$ cat src/rtl/bus_xfer_seq_pkg.sv
// Shared bus code map, command/state encodings and code validity helpers
// used by the transfer sequencer and the datapath.
package bus_codes_pkg;

    localparam logic [4:0] BC_R0  = 5'd0,  BC_R1  = 5'd1,  BC_R2  = 5'd2,  BC_R3  = 5'd3;
    localparam logic [4:0] BC_R4  = 5'd4,  BC_R5  = 5'd5,  BC_R6  = 5'd6,  BC_R7  = 5'd7;
    localparam logic [4:0] BC_R8  = 5'd8,  BC_R9  = 5'd9,  BC_R10 = 5'd10, BC_R11 = 5'd11;
    localparam logic [4:0] BC_R12 = 5'd12, BC_R13 = 5'd13, BC_R14 = 5'd14, BC_R15 = 5'd15;
    localparam logic [4:0] BC_HI     = 5'd16;
    localparam logic [4:0] BC_LO     = 5'd17;
    localparam logic [4:0] BC_ZHI    = 5'd18;
    localparam logic [4:0] BC_ZLO    = 5'd19;
    localparam logic [4:0] BC_PC     = 5'd20;
    localparam logic [4:0] BC_MDR    = 5'd21;
    localparam logic [4:0] BC_IR     = 5'd22;
    localparam logic [4:0] BC_INPORT = 5'd23;
    localparam logic [4:0] BC_C      = 5'd24;
    localparam logic [4:0] SEL_NONE  = 5'd31;

    // Loadable registers occupy codes 0..22, one enable bit each.
    localparam int NUM_IN = 23;

    typedef enum logic [1:0] {
        OP_MOVE  = 2'b00,
        OP_LOAD  = 2'b01,
        OP_STORE = 2'b10,
        OP_RSVD  = 2'b11
    } op_t;

    typedef enum logic [2:0] {
        S_IDLE,
        S_DRIVE,
        S_MAR_LD,
        S_ST_DATA,
        S_MEM_WAIT,
        S_MDR_OUT,
        S_DONE,
        S_ERR
    } state_t;

    function automatic logic valid_src(input logic [4:0] code);
        return code <= BC_C;
    endfunction

    // ZHI/ZLO are read-only ALU results; INPORT and C cannot be written.
    function automatic logic valid_dst(input logic [4:0] code);
        return (code <= BC_LO) || ((code >= BC_PC) && (code <= BC_IR));
    endfunction

endpackage

$ cat src/rtl/bus_xfer_seq_if.sv
// Command, memory handshake and datapath control signals of the transfer
// sequencer; slave is the sequencer side, master the issuing side.
interface bus_xfer_seq_if;
    logic        start;
    logic [1:0]  op;
    logic [4:0]  src_sel;
    logic [4:0]  dst_sel;
    logic        mem_done;
    logic [4:0]  reg_out_select;
    logic [22:0] reg_in_en;
    logic        mar_in;
    logic        mdr_in;
    logic        mem_read;
    logic        mem_write;
    logic        busy;
    logic        done;
    logic        err;

    modport master (
        output start, op, src_sel, dst_sel, mem_done,
        input  reg_out_select, reg_in_en, mar_in, mdr_in,
        input  mem_read, mem_write, busy, done, err
    );

    modport slave (
        input  start, op, src_sel, dst_sel, mem_done,
        output reg_out_select, reg_in_en, mar_in, mdr_in,
        output mem_read, mem_write, busy, done, err
    );
endinterface

$ cat src/rtl/bus_xfer_seq_decoder.sv
// Bus code to one-hot register load enable; shared with the datapath.
module bus_in_decoder
    import bus_codes_pkg::*;
(
    input  logic [4:0]        code_i,
    input  logic              en_i,
    output logic [NUM_IN-1:0] onehot_o
);
    for (genvar gi = 0; gi < NUM_IN; gi++) begin : g_bit
        assign onehot_o[gi] = en_i && (code_i == 5'(gi));
    end
endmodule

$ cat src/rtl/bus_xfer_seq.sv
// Transfer sequencer: expands one MOVE/LOAD/STORE command into timed bus
// driver selects, load enables and a bounded memory handshake.
module bus_xfer_seq
    import bus_codes_pkg::*;
#(
    parameter int MEM_TIMEOUT = 16,
    parameter int CNT_W       = 5
) (
    input  logic           clock,
    input  logic           clear,
    bus_xfer_seq_if.slave  bus
);
    localparam logic [CNT_W-1:0] CNT_LAST = CNT_W'(MEM_TIMEOUT - 1);

    state_t           state_q, state_d;
    op_t              op_q, op_d;
    logic [4:0]       src_q, src_d, dst_q, dst_d;
    logic [CNT_W-1:0] cnt_q, cnt_d;

    logic [4:0] sel_q, sel_d, in_code_q, in_code_d;
    logic       in_en_q, in_en_d, mar_q, mar_d, mdr_q, mdr_d;
    logic       rd_q, rd_d, wr_q, wr_d, busy_q, busy_d, done_q, done_d, err_q, err_d;

    always_comb begin
        state_d = state_q;
        op_d    = op_q;
        src_d   = src_q;
        dst_d   = dst_q;
        cnt_d   = '0;
        case (state_q)
            S_IDLE: if (bus.start) begin
                op_d  = op_t'(bus.op);
                src_d = bus.src_sel;
                dst_d = bus.dst_sel;
                if (!valid_src(bus.src_sel)) begin
                    state_d = S_ERR;
                end else begin
                    case (op_t'(bus.op))
                        OP_MOVE:  state_d = valid_dst(bus.dst_sel) ? S_DRIVE  : S_ERR;
                        OP_LOAD:  state_d = valid_dst(bus.dst_sel) ? S_MAR_LD : S_ERR;
                        OP_STORE: state_d = valid_src(bus.dst_sel) ? S_MAR_LD : S_ERR;
                        default:  state_d = S_ERR;
                    endcase
                end
            end
            S_DRIVE:    state_d = S_DONE;
            S_MAR_LD:   state_d = (op_q == OP_LOAD) ? S_MEM_WAIT : S_ST_DATA;
            S_ST_DATA:  state_d = S_MEM_WAIT;
            S_MEM_WAIT: begin
                cnt_d = cnt_q + 1'b1;
                // Completion is checked first so it beats the timeout cycle.
                if (bus.mem_done)
                    state_d = (op_q == OP_LOAD) ? S_MDR_OUT : S_DONE;
                else if (cnt_q == CNT_LAST)
                    state_d = S_ERR;
            end
            S_MDR_OUT:  state_d = S_DONE;
            default:    state_d = S_IDLE;
        endcase
    end

    // Outputs are precomputed from the next state so they land registered.
    always_comb begin
        sel_d     = SEL_NONE;
        in_code_d = '0;
        in_en_d   = 1'b0;
        mar_d     = 1'b0;
        mdr_d     = 1'b0;
        rd_d      = 1'b0;
        wr_d      = 1'b0;
        done_d    = 1'b0;
        err_d     = 1'b0;
        busy_d    = (state_d != S_IDLE);
        case (state_d)
            S_DRIVE:    begin sel_d = src_d; in_en_d = 1'b1; in_code_d = dst_d; end
            S_MAR_LD:   begin sel_d = src_d; mar_d = 1'b1; end
            S_ST_DATA:  begin sel_d = dst_d; mdr_d = 1'b1; end
            S_MEM_WAIT: begin rd_d = (op_d == OP_LOAD); wr_d = (op_d == OP_STORE); end
            S_MDR_OUT:  begin sel_d = BC_MDR; in_en_d = 1'b1; in_code_d = dst_d; end
            S_DONE:     done_d = 1'b1;
            S_ERR:      begin done_d = 1'b1; err_d = 1'b1; end
            default:    ;
        endcase
    end

    always_ff @(posedge clock or negedge clear) begin
        if (!clear) begin
            state_q   <= S_IDLE;
            op_q      <= OP_MOVE;
            src_q     <= '0;
            dst_q     <= '0;
            cnt_q     <= '0;
            sel_q     <= SEL_NONE;
            in_code_q <= '0;
            in_en_q   <= 1'b0;
            mar_q     <= 1'b0;
            mdr_q     <= 1'b0;
            rd_q      <= 1'b0;
            wr_q      <= 1'b0;
            busy_q    <= 1'b0;
            done_q    <= 1'b0;
            err_q     <= 1'b0;
        end else begin
            state_q   <= state_d;
            op_q      <= op_d;
            src_q     <= src_d;
            dst_q     <= dst_d;
            cnt_q     <= cnt_d;
            sel_q     <= sel_d;
            in_code_q <= in_code_d;
            in_en_q   <= in_en_d;
            mar_q     <= mar_d;
            mdr_q     <= mdr_d;
            rd_q      <= rd_d;
            wr_q      <= wr_d;
            busy_q    <= busy_d;
            done_q    <= done_d;
            err_q     <= err_d;
        end
    end

    bus_in_decoder u_in_dec (
        .code_i   (in_code_q),
        .en_i     (in_en_q),
        .onehot_o (bus.reg_in_en)
    );

    assign bus.reg_out_select = sel_q;
    assign bus.mar_in         = mar_q;
    assign bus.mdr_in         = mdr_q;
    assign bus.mem_read       = rd_q;
    assign bus.mem_write      = wr_q;
    assign bus.busy           = busy_q;
    assign bus.done           = done_q;
    assign bus.err            = err_q;
endmodule

$ cat src/flat_wrapper.sv
// flat-port wrapper written by rule: the top's interface ports become plain ports
module bus_xfer_seq_flat import bus_codes_pkg::*;
#(
    parameter int MEM_TIMEOUT = 16,
    parameter int CNT_W       = 5
)
  (clock, clear, bus_start, bus_op, bus_src_sel, bus_dst_sel, bus_mem_done, bus_reg_out_select, bus_reg_in_en, bus_mar_in, bus_mdr_in, bus_mem_read, bus_mem_write, bus_busy, bus_done, bus_err);
  bus_xfer_seq_if bus_i ();
  input  logic clock;
  input  logic clear;
  input wire logic [$bits(bus_i.start)-1:0] bus_start;
  input wire logic [$bits(bus_i.op)-1:0] bus_op;
  input wire logic [$bits(bus_i.src_sel)-1:0] bus_src_sel;
  input wire logic [$bits(bus_i.dst_sel)-1:0] bus_dst_sel;
  input wire logic [$bits(bus_i.mem_done)-1:0] bus_mem_done;
  output wire logic [$bits(bus_i.reg_out_select)-1:0] bus_reg_out_select;
  output wire logic [$bits(bus_i.reg_in_en)-1:0] bus_reg_in_en;
  output wire logic [$bits(bus_i.mar_in)-1:0] bus_mar_in;
  output wire logic [$bits(bus_i.mdr_in)-1:0] bus_mdr_in;
  output wire logic [$bits(bus_i.mem_read)-1:0] bus_mem_read;
  output wire logic [$bits(bus_i.mem_write)-1:0] bus_mem_write;
  output wire logic [$bits(bus_i.busy)-1:0] bus_busy;
  output wire logic [$bits(bus_i.done)-1:0] bus_done;
  output wire logic [$bits(bus_i.err)-1:0] bus_err;
  assign bus_i.start = bus_start;
  assign bus_i.op = bus_op;
  assign bus_i.src_sel = bus_src_sel;
  assign bus_i.dst_sel = bus_dst_sel;
  assign bus_i.mem_done = bus_mem_done;
  assign bus_reg_out_select = bus_i.reg_out_select;
  assign bus_reg_in_en = bus_i.reg_in_en;
  assign bus_mar_in = bus_i.mar_in;
  assign bus_mdr_in = bus_i.mdr_in;
  assign bus_mem_read = bus_i.mem_read;
  assign bus_mem_write = bus_i.mem_write;
  assign bus_busy = bus_i.busy;
  assign bus_done = bus_i.done;
  assign bus_err = bus_i.err;
  bus_xfer_seq #(.MEM_TIMEOUT(MEM_TIMEOUT), .CNT_W(CNT_W)) u_core (.clock(clock), .clear(clear), .bus(bus_i));
endmodule
$ cat config.mk
export PLATFORM = sky130hd
export DESIGN_NAME = bus_xfer_seq_flat
export DESIGN_NICKNAME = d
export VERILOG_FILES = /design/src/rtl/bus_xfer_seq_pkg.sv /design/src/rtl/bus_xfer_seq_if.sv /design/src/rtl/bus_xfer_seq_decoder.sv /design/src/rtl/bus_xfer_seq.sv /design/src/flat_wrapper.sv
export SDC_FILE = /design/constraint.sdc
export NUM_CORES = 1
export LEC_CHECK = 0
export CORE_MARGIN = 8
export CORE_UTILIZATION = 52
export DETAILED_ROUTE_END_ITERATION = 10
export PLACE_DENSITY = 0.85
export SYNTH_ARGS = -nofsm -noshare
export SYNTH_HDL_FRONTEND = slang
export SYNTH_SLANG_ARGS = --single-unit
$ cat constraint.sdc
create_clock -name clock -period 3.4 [get_ports clock]
set_clock_uncertainty 0.1 [all_clocks]
set_input_delay 0.68 -clock clock [delete_from_list [all_inputs] [get_ports clock]]
set_output_delay 0.68 -clock clock [all_outputs]
set_load 0.05 [all_outputs]
==> metrics.txt <==
status finished clean; residual DRC count 0; most common cell in the synthesized netlist dfrtp_1; wire length on met2 2080 microns; CTS tree yes; DP Wirelength 3400 microns; average wire per standard cell 14.9 microns; maxcap violations 0; HP Class in2async; crit path time final 3020 ps; largest net degree at the start of global routing 39; FF+latch count, synth 38; die area 5910 sq um; post-cts resize count 0; Overall Global Routing Usage 15.5%; worst hold margin 378 ps; Post-synth EDFFs 0; Cell Area, Synth 1930 sq um; GRT Residual Overflow 0; TNS Setup 0 ps; Worst Setup End Kind flop; Syn Inst Count 194; Core Rows 22; drt total wl 4420 microns; P&R area growth vs syn 33.7%; Post-CTS Repair Setup Buffers 0; Yosys top cell by area dfrtp_1; vias per cell 5.28; top layer in use met4; reg2reg path depth 9; R2R setup slack 880 ps; Chip Height 76.9 microns; PortBufs 50; Post-Syn Nets 216; R2R Path End u_core.bus.busy$_DFF_PN0_; Met1 Wirelength 1980 microns; share of cells above drive strength 1 11.7%; Data arrival, critical path 3130 ps; RSZ-0062 raised after global routing no; fin util 71.5%; number of distinct library cells after synthesis 41; Max Buffers Root-to-Sink 2; FMAX 0.331 GHz; antenna cell count 0; crit start category primary input; CP max FO 16; share of the yosys chip area belonging to registers 49.6%; main flop type after synthesis dfrtp_1; Worst EP required 3510 ps; DR pass1 iterations 4; synth warn 0; CP Class in2reg; CTS clock-pin slew for the worst setup and hold paths 70 ps; worst-margin pin slew 800 ps; GP Congestion 0.882; # clock sinks 38; Starting Density 53.5%; Leak 0.00112 uW; 1st-iter DRT viols 63; Max H-tree Level 2; pwr dens 858 nW/um^2; Die X 76.9 microns; Crit. Startpoint bus_op[0]; post-route ant nets 0; worst-case vdd ir drop 0.536 mV; Hold Buf Count CTS 0; # nets final 269; total I/O pin count 51; area share of the largest cell type after synthesis 42.8%; total CTS buffers 5; vias in the first global route 1607; CTS Root Cell clkbuf_8; Final Hold Viols 0; Core ar. 3610 sq um; CP Capture Point u_core.bus.reg_out_select[3]$_DFF_PN1_; global-route wire length before repair 7460 microns; most frequent cells after synthesis dfrtp_1, nor2_1, inv_1; via count 1563; WL met3 245 microns; reg-to-reg startpoint u_core.cnt_q[0]$_DFF_PN0_; crit share post-route 89.0%; Slew Viols, Final 0; Post-synth ARST share 100%; final setup fails 0; initial antenna violation count 0; clk_lat worst skew 290 ps; Synth area leaders dfrtp_1, dfstp_2, nor2_1; Syn Area/Cell 9.94 sq um; Rel. slew slack 46.7%
-- through the flow --
stage / area (sq um) / std cells / setup slack (ps) / total power, uW
3_5_place_dp: 2470 / 288 / 146 / 1860
2_1_floorplan: 1930 / 194 / 813 / 1570
5_1_grt: 2580 / 296 / 267 / 2350
4_1_cts: 2580 / 296 / 447 / 2220
3_3_place_gp: 2470 / 288 / 358 / 1830
6_report: 2580 / 296 / 376 / 2210
-- layer usage --
metal,GRT usage (%),vias up
li1,-,764
met1,17.5,744
met2,25.1,46
met3,4.66,9
met4,9.42,0
met5,0,-
-- how the worst min path moves through the flow --
stage                                   start                             end  slack [ps]  depth (start not counted)
finish                                  clear  u_core.bus.mem_write$_DFF_PN0_         380                          1
global route        u_core.cnt_q[0]$_DFF_PN0_       u_core.cnt_q[0]$_DFF_PN0_         410                          1
CTS                 u_core.cnt_q[0]$_DFF_PN0_       u_core.cnt_q[0]$_DFF_PN0_         390                          1
detailed placement  u_core.cnt_q[0]$_DFF_PN0_       u_core.cnt_q[0]$_DFF_PN0_         380                          1
global placement    u_core.cnt_q[0]$_DFF_PN0_       u_core.cnt_q[0]$_DFF_PN0_         360                          1
floorplan                               clear       u_core.bus.busy$_DFF_PN0_         280                          0
-- state kept, by name (all words and copies together) (netlist names) --
name                       flops
u_core.state_q                 3
u_core.dst_q                   5
u_core.bus.done                1
u_core.cnt_q                   5
u_core.bus.mdr_in              1
u_core.in_code_q               5
u_core.bus.err                 1
u_core.bus.mem_read            1
u_core.bus.mem_write           1
u_core.op_q                    2
u_core.bus.busy                1
u_core.bus.mar_in              1
u_core.bus.reg_out_select      5
u_core.src_q                   5
u_core.in_en_q                 1
-- report_power, final --
group	switching [uW]	leakage, uW	total (uW)	internal, uW
logic	686	0.000588	1090	408
registers	116	0.000475	761	645
clock network	151	0.0000575	356	205
total	954	0.00112	2210	1260
-- critical path, stage by stage --
cell and delay, ps:
clkdlybuf4s50_1 480, ha_1 260, nor4_1 230, nor2_1 120, o41ai_1 490, o211ai_2 370, o211a_1 310, nor3_1 190
-- layout by cell type (no fill, tap or decap), types with 2 or more instances in the layout --
cell type and n:
o211a_1 2, buf_4 4, dfrtp_1 33, inv_2 2, dfstp_2 5, nand3b_1 2
clkdlybuf4s50_1 49, clkbuf_8 8, a311o_1 3, mux2_2 5, and3_1 3, nand2b_1 6
nand2_1 10, inv_1 15, nor2b_1 4, a21oi_1 6, nor3_1 12, nor2_1 32
ha_1 6, nor3b_1 4, or3_1 2, nor4_1 6, mux2i_1 7, nand3_1 5
-- cells by family after synthesis --
group                    after synthesis  synth area share, %
XOR/XNOR                               2                0.909
adder cells (fa/ha/maj)                6                 3.89
AO/OA/AOI/OAI                         19                 8.11
buffers and inverters                 25                 5.71
multiplexers                          12                 6.55
flip-flops                            38                 49.6
AND/OR/NAND/NOR                       92                 25.2
-- area by class of cell --
cell class,instances,area [sq um]
fill,260,1030
sequential,38,957
multi-input combinational,131,861
timing repair buffer,54,526
clock buffer,8,110
inverter,17,63.8
tap,48,60.1
(Power assumes the default switching activity.)
